===== src/rtl/pipe_stage_chain.sv =====
// rtl/pipe_stage_chain.sv - pipeline register chain with per-stage stall, flush, bubble insertion and CPI counters
module pipe_stage_chain #(
    parameter int STAGES = 4,
    parameter int WIDTH  = 64,
    parameter int CNT_W  = 16
) (
    input  logic                    clk,
    input  logic                    reset,
    input  logic                    in_valid,
    input  logic [WIDTH-1:0]        in_data,
    output logic                    in_ready,
    input  logic [STAGES-1:0]       stall_vec,
    input  logic [STAGES-1:0]       flush_vec,
    input  logic                    cnt_clr,
    output logic [STAGES-1:0]       stage_valid,
    output logic [STAGES*WIDTH-1:0] stage_data,
    output logic                    out_valid,
    output logic [WIDTH-1:0]        out_data,
    output logic [CNT_W-1:0]        stall_count,
    output logic [CNT_W-1:0]        bubble_count
);

    localparam logic [CNT_W-1:0] CNT_MAX = '1;

    logic [STAGES-1:0]             valid_q, valid_d;
    logic [STAGES-1:0][WIDTH-1:0]  data_q, data_d;
    logic [CNT_W-1:0]              stall_cnt_q, stall_cnt_d;
    logic [CNT_W-1:0]              bubble_cnt_q, bubble_cnt_d;

    logic [STAGES-1:0]             hold;
    logic [STAGES-1:0]             hold_prev;
    logic [STAGES-1:0]             prev_valid;
    logic [STAGES-1:0][WIDTH-1:0]  prev_data;
    logic                          bubble_hit;

    // A stall anywhere downstream freezes this stage and everything before it.
    always_comb begin
        hold = '0;
        for (int k = 0; k < STAGES; k++) begin
            hold[k] = |(stall_vec >> k);
        end
    end

    assign hold_prev  = {hold[STAGES-2:0], 1'b0};
    assign prev_valid = {valid_q[STAGES-2:0], in_valid};
    assign prev_data  = {data_q[STAGES-2:0], in_data};

    always_comb begin
        valid_d    = valid_q;
        data_d     = data_q;
        bubble_hit = 1'b0;
        for (int k = 0; k < STAGES; k++) begin
            if (flush_vec[k]) begin
                valid_d[k] = 1'b0;
                data_d[k]  = '0;
            end else if (!hold[k]) begin
                if (hold_prev[k]) begin
                    valid_d[k] = 1'b0;
                    data_d[k]  = '0;
                    bubble_hit = bubble_hit | prev_valid[k];
                end else begin
                    valid_d[k] = prev_valid[k];
                    data_d[k]  = prev_data[k];
                end
            end
        end
    end

    always_comb begin
        stall_cnt_d  = stall_cnt_q;
        bubble_cnt_d = bubble_cnt_q;
        if (cnt_clr) begin
            stall_cnt_d  = '0;
            bubble_cnt_d = '0;
        end else begin
            if (hold[0] && (stall_cnt_q != CNT_MAX)) begin
                stall_cnt_d = stall_cnt_q + CNT_W'(1);
            end
            if (bubble_hit && (bubble_cnt_q != CNT_MAX)) begin
                bubble_cnt_d = bubble_cnt_q + CNT_W'(1);
            end
        end
    end

    always_ff @(posedge clk or negedge reset) begin
        if (!reset) begin
            valid_q      <= '0;
            data_q       <= '0;
            stall_cnt_q  <= '0;
            bubble_cnt_q <= '0;
        end else begin
            valid_q      <= valid_d;
            data_q       <= data_d;
            stall_cnt_q  <= stall_cnt_d;
            bubble_cnt_q <= bubble_cnt_d;
        end
    end

    assign in_ready     = ~hold[0];
    assign stage_valid  = valid_q;
    assign stage_data   = data_q;
    assign out_valid    = valid_q[STAGES-1];
    assign out_data     = data_q[STAGES-1];
    assign stall_count  = stall_cnt_q;
    assign bubble_count = bubble_cnt_q;

endmodule

===== config.mk =====
export PLATFORM = sky130hd
export DESIGN_NAME = pipe_stage_chain
export DESIGN_NICKNAME = d
export VERILOG_FILES = /design/src/rtl/pipe_stage_chain.sv
export SDC_FILE = /design/constraint.sdc
export NUM_CORES = 1
export LEC_CHECK = 0
export BUFFER_PORTS_ARGS = -buffer_cell sky130_fd_sc_hd__buf_2
export CORE_AREA = 2 2 166 168
export DETAILED_ROUTE_END_ITERATION = 8
export DIE_AREA = 0 0 168 170
export PLACE_DENSITY_LB_ADDON = 0.3
export SYNTH_ARGS = -nofsm -noshare
export SYNTH_HDL_FRONTEND = slang
export SYNTH_SLANG_ARGS = --single-unit

===== constraint.sdc =====
create_clock -name clk -period 2.6 [get_ports clk]
set_input_delay 0.52 -clock clk [delete_from_list [all_inputs] [get_ports clk]]
set_output_delay 0.52 -clock clk [all_outputs]
set_load 0.01 [all_outputs]

* Word-level counts from Yosys, hierarchy flattened
Index checks and enable logic that the tools add are counted.
** Operators by class
- Reduce and logical (&&, ||, !) cells :: 7
- Multiplexer cells :: 35
- Equality and inequality tests :: 6
- Bitwise gates (word level) :: 3
- $add $sub $neg :: 2
** Operators by type and width (number)
- $mux 64 :: 11
- $mux 16 :: 4
- $add 16x1->16 const B :: 2
- $ne 16x16->1 const B :: 2
- $mux 1 :: 20
- $ne 2x2->1 const B :: 3
- $reduce_bool 2->1 :: 2
- $reduce_or 4->1 :: 1
- $reduce_or 3->1 :: 1
- $logic_and 1x1->1 :: 2
- $ne 2x1->1 const B :: 1
- $or 1x1->1 :: 2
- $reduce_or 2->1 :: 1
- $not 1->1 :: 1
** Word-level totals
- Word-level logic and storage cells :: 63
- Input bits :: 76
- Bits in registers :: 292
- Output and inout bits :: 358

* Longest topological paths before layout
- Depth in word-level cells :: 15
- Depth in mapped cells :: 7
- Depth with buffers taken out :: 6

* Least setup slack after synthesis
Ideal clock, no wire load.
- Path type :: input to output
- Start point :: input port stall_vec[0]
- End point :: output port in_ready
- Setup slack :: 0.453 ns
- Stages on the path :: 4
- Arrival :: 1.627 ns
- Path buffers :: 2
- Data required time :: 2.080 ns
- Cells stage by stage :: or4_1 > buf_2 > inv_1 > buf_1
** Between the ends
- Word-level cells in the longest chain between the ends :: 2
** RTL lines
- start, declared :: RTL line 12 : input logic [STAGES-1:0] stall_vec,
- $reduce_or 4->1 :: RTL line 40 : hold[k] = |(stall_vec >> k);
- $not 1->1 :: RTL line 99 : assign in_ready = ~hold[0];
- end, declared :: RTL line 11 : output logic in_ready,
No other way between the ends.

* Final worst setup path
Same ends and word-level chain as after synthesis.

==> flow_metrics.env <==
export IMPL_status="complete, no violations"
export IMPL_die_area_um2=28560
export IMPL_grt_max_degree=73
export IMPL_relSlewSlack_pct=46.55
export IMPL_routed_wl_met2_um=16500
export IMPL_path_delay_family="simple AND/OR/NAND/NOR gates"
export IMPL_hold_viol=0
export IMPL_synthArstFlopShare_pct=100.0
export IMPL_cts_max_level=1
export IMPL_grt_pass1_vias=8696
export IMPL_postCtsResizedCells=0
export IMPL_vias=9268
export IMPL_worst_setup_path_end_kind="primary output"
export IMPL_synth_top_area_share_pct=63.26
export IMPL_coreArea_um2=26650
export IMPL_worst_slew_pin_slew_ns=0.8017
export IMPL_antenna_found_initial=4
export IMPL_gp_congestion=0.9173
export IMPL_regToRegStartpoint="bubble_count[0]"
export IMPL_worstSetupStartpointType="input pin"
export IMPL_cpMaxStageDelayCell="or4_4"
export IMPL_synth_seq_cells=292
export IMPL_cts_hold_buf=1
export IMPL_hpwl_um=23330
export IMPL_n_fill_cell=2289
export IMPL_cp_arrival_ns=1.65
export IMPL_rows=60
export IMPL_synth_common_cells="dfrtp_1 (292), a22o_1 (194), nand2_1 (140), a21oi_1 (85), buf_4 (65)"
export IMPL_syn_area_um2=11550
export IMPL_drt_total_wl_um=34640
export IMPL_p_sw_share_pct=22.53
export IMPL_combPwrFrac_pct=4.6
export IMPL_clockBufferDepth=3
export IMPL_synth_main_ff_cell="dfrtp_1"
export IMPL_cts_root_buf="clkbuf_16"
export IMPL_yosysSeqAreaShare_pct=63.26
export IMPL_wl_met1_um=14780
export IMPL_crit_chain="buf_2, or4_4, inv_2, buf_2"
export IMPL_reg2reg_slack_ns=0.56
export IMPL_drc=0
export IMPL_crit_buf_inv=3
export IMPL_wl_per_cell_um=20.44
export IMPL_cts_tree="done"
export IMPL_cts_setup_buffers=0
export IMPL_drtIter0Drc=587
export IMPL_hold_depth=3
export IMPL_worstSetupStartpoint="stall_vec[0]"
export IMPL_clk_latency_ns=0.57
export IMPL_setup_worst_path_class="input pin to primary output"
export IMPL_p_switching_mw=2.153
export IMPL_vdd_drop_max_v=0.0004822
export IMPL_avgViaCountPerCell=5.468
export IMPL_clkPwrFrac_pct=47.2
export IMPL_fmax_ghz=0.4599
export IMPL_firstDrtPassIters=5
export IMPL_die_w_um=168
export IMPL_areaGrowthSynthToFinish_pct=28.35
export IMPL_rsz0062_at_grt="no"
export IMPL_synth_most_common_cell="dfrtp_1"
export IMPL_cp_data_required_time_ns=2.08
export IMPL_grt_pass1_wl_um=52450
export IMPL_crit_end="in_ready"
export IMPL_whs_ns=0.1840
export IMPL_overflow=0
export IMPL_die_y_um=170
export IMPL_cpMostUsedCell="buf_2"
export IMPL_synth_edf_count=0
export IMPL_ios=434
export IMPL_gr_usage_all_layers_pct=23.40
export IMPL_port_buffers=433
export IMPL_yosys_warnings=0
export IMPL_start_util_pct=43.34
export IMPL_layout_nets=1405
export IMPL_path_depth=4
export IMPL_timing_final_crit_share_pct=83.63
export IMPL_r2r_end="bubble_count[1]"
export IMPL_period_needed_ns=2.174
export IMPL_skew_ns=0.008756
export IMPL_tns_ns=0
export IMPL_slew_violations=0
export IMPL_maxCapViolCount=0
export IMPL_slowest_delay_ns=0.57
export IMPL_ant_nets=0
export IMPL_pwr_share_seq_pct=48.1
export IMPL_synth_area_top_cells="dfrtp_1 (63%), a22o_1 (15%), nand2_1 (4.5%)"
export IMPL_wl_met3_um=2424
export IMPL_setup_viol_count_final=0
export IMPL_numClockSinks=292
export IMPL_netlist_instances=971
export IMPL_r2r_cells=7
export IMPL_yosysTopAreaCell="dfrtp_1"
export IMPL_clk_pin_slew_ns=0.06
export IMPL_avgSynthCellArea_um2=11.90
export IMPL_critPathMaxFanout=11
export IMPL_internal_power_mw=7.403
export IMPL_drive_gt1_share_pct=38.56
export IMPL_numCtsBuffers=31
export IMPL_final_core_util_pct=55.63
export IMPL_powerDensity_nw_per_um2=644.5
export IMPL_top_layer="met5"
export IMPL_power_leakage_nw=8.060
export IMPL_worstHoldPathType="input pin to flip-flop"
export IMPL_syn_nets=1049
export IMPL_synth_cell_type_count=44
-- power groups by stage --
stage	combinational, mW	clock (mW)	sequential (mW)
2_1_floorplan	0.147	0	4.69
3_3_place_gp	0.443	0	4.68
3_5_place_dp	0.446	0	4.68
4_1_cts	0.449	4.61	4.60
5_1_grt	0.489	4.81	4.60
6_report	0.441	4.51	4.60
-- final cells by class --
cell class | instances | area (um^2) | share of cell area (%)
Sequential cell | 292 | 7307 | 49.29
Multi-Input combinational cell | 539 | 3502 | 23.62
Timing Repair Buffer | 457 | 2497 | 16.85
Clock buffer | 48 | 949.7 | 6.406
Tap cell | 341 | 426.7 | 2.878
Clock inverter | 9 | 112.6 | 0.7596
Inverter | 6 | 22.52 | 0.1519
Antenna cell | 3 | 7.507 | 0.05064
-- placed cells by master (no fill, tap or decap), types with 9 or more instances in the layout --
cell type and n:
buf_12 11, nand2_1 140, buf_2 432, nor2_1 22, a21oi_1 85, clkbuf_16 31, dfrtp_1 292, buf_4 12
a22o_1 194, clkbuf_8 11, nand4_1 9
-- worst min path at each step --
stage                    start         endpoint
6_report           in_data[40]   stage_data[40]
5_1_grt            in_data[39]   stage_data[39]
4_1_cts            in_data[40]   stage_data[40]
3_5_place_dp    stage_data[65]  stage_data[129]
3_3_place_gp   stage_data[132]      out_data[4]
2_1_floorplan            reset  bubble_count[0]
-- kinds of logic (layout without fill, tap and decap cells) --
family                   after synthesis  count (layout)  share of synthesized area (%)
other                                  0               3                              0
adder cells (fa/ha/maj)                2               2                         0.2166
XOR/XNOR                              15              15                          1.137
AND/OR/NAND/NOR                      217             217                          8.482
AO/OA/AOI/OAI                        302             302                          19.83
multiplexers                           3               3                         0.2708
flip-flops                           292             292                          63.26
buffers and inverters                140             520                          6.802
-- sequential cells by signal, summed over array words and instances, names as in the netlist --
register      count
stage_data      192
stage_valid       4
out_data         64
bubble_count     16
stall_count      16
-- routing by layer --
metal  vias up  global-route usage, %
met1      4641                  32.70
met4         2                  6.541
met5         -                      0
li1       4167                      -
met3        68                  4.302
met2       390                  37.77
-- per-stage QoR --
stage | instance area (um^2) | std cells | power (mW) | setup slack, ns
floorplan | 11550 | 971 | 4.837 | 0.4528
global placement | 13750 | 1634 | 5.124 | 0.3305
detailed placement | 13750 | 1634 | 5.128 | 0.3063
CTS | 14820 | 1692 | 9.662 | 0.4098
global route | 14820 | 1694 | 9.900 | 0.3876
finish | 14830 | 1695 | 9.556 | 0.4257
-- worst min-delay path: stages --
cell     delay [ns]
buf_2          0.10
nand2_1        0.04
a21oi_1        0.05
Power figures use the tool's default switching activity.
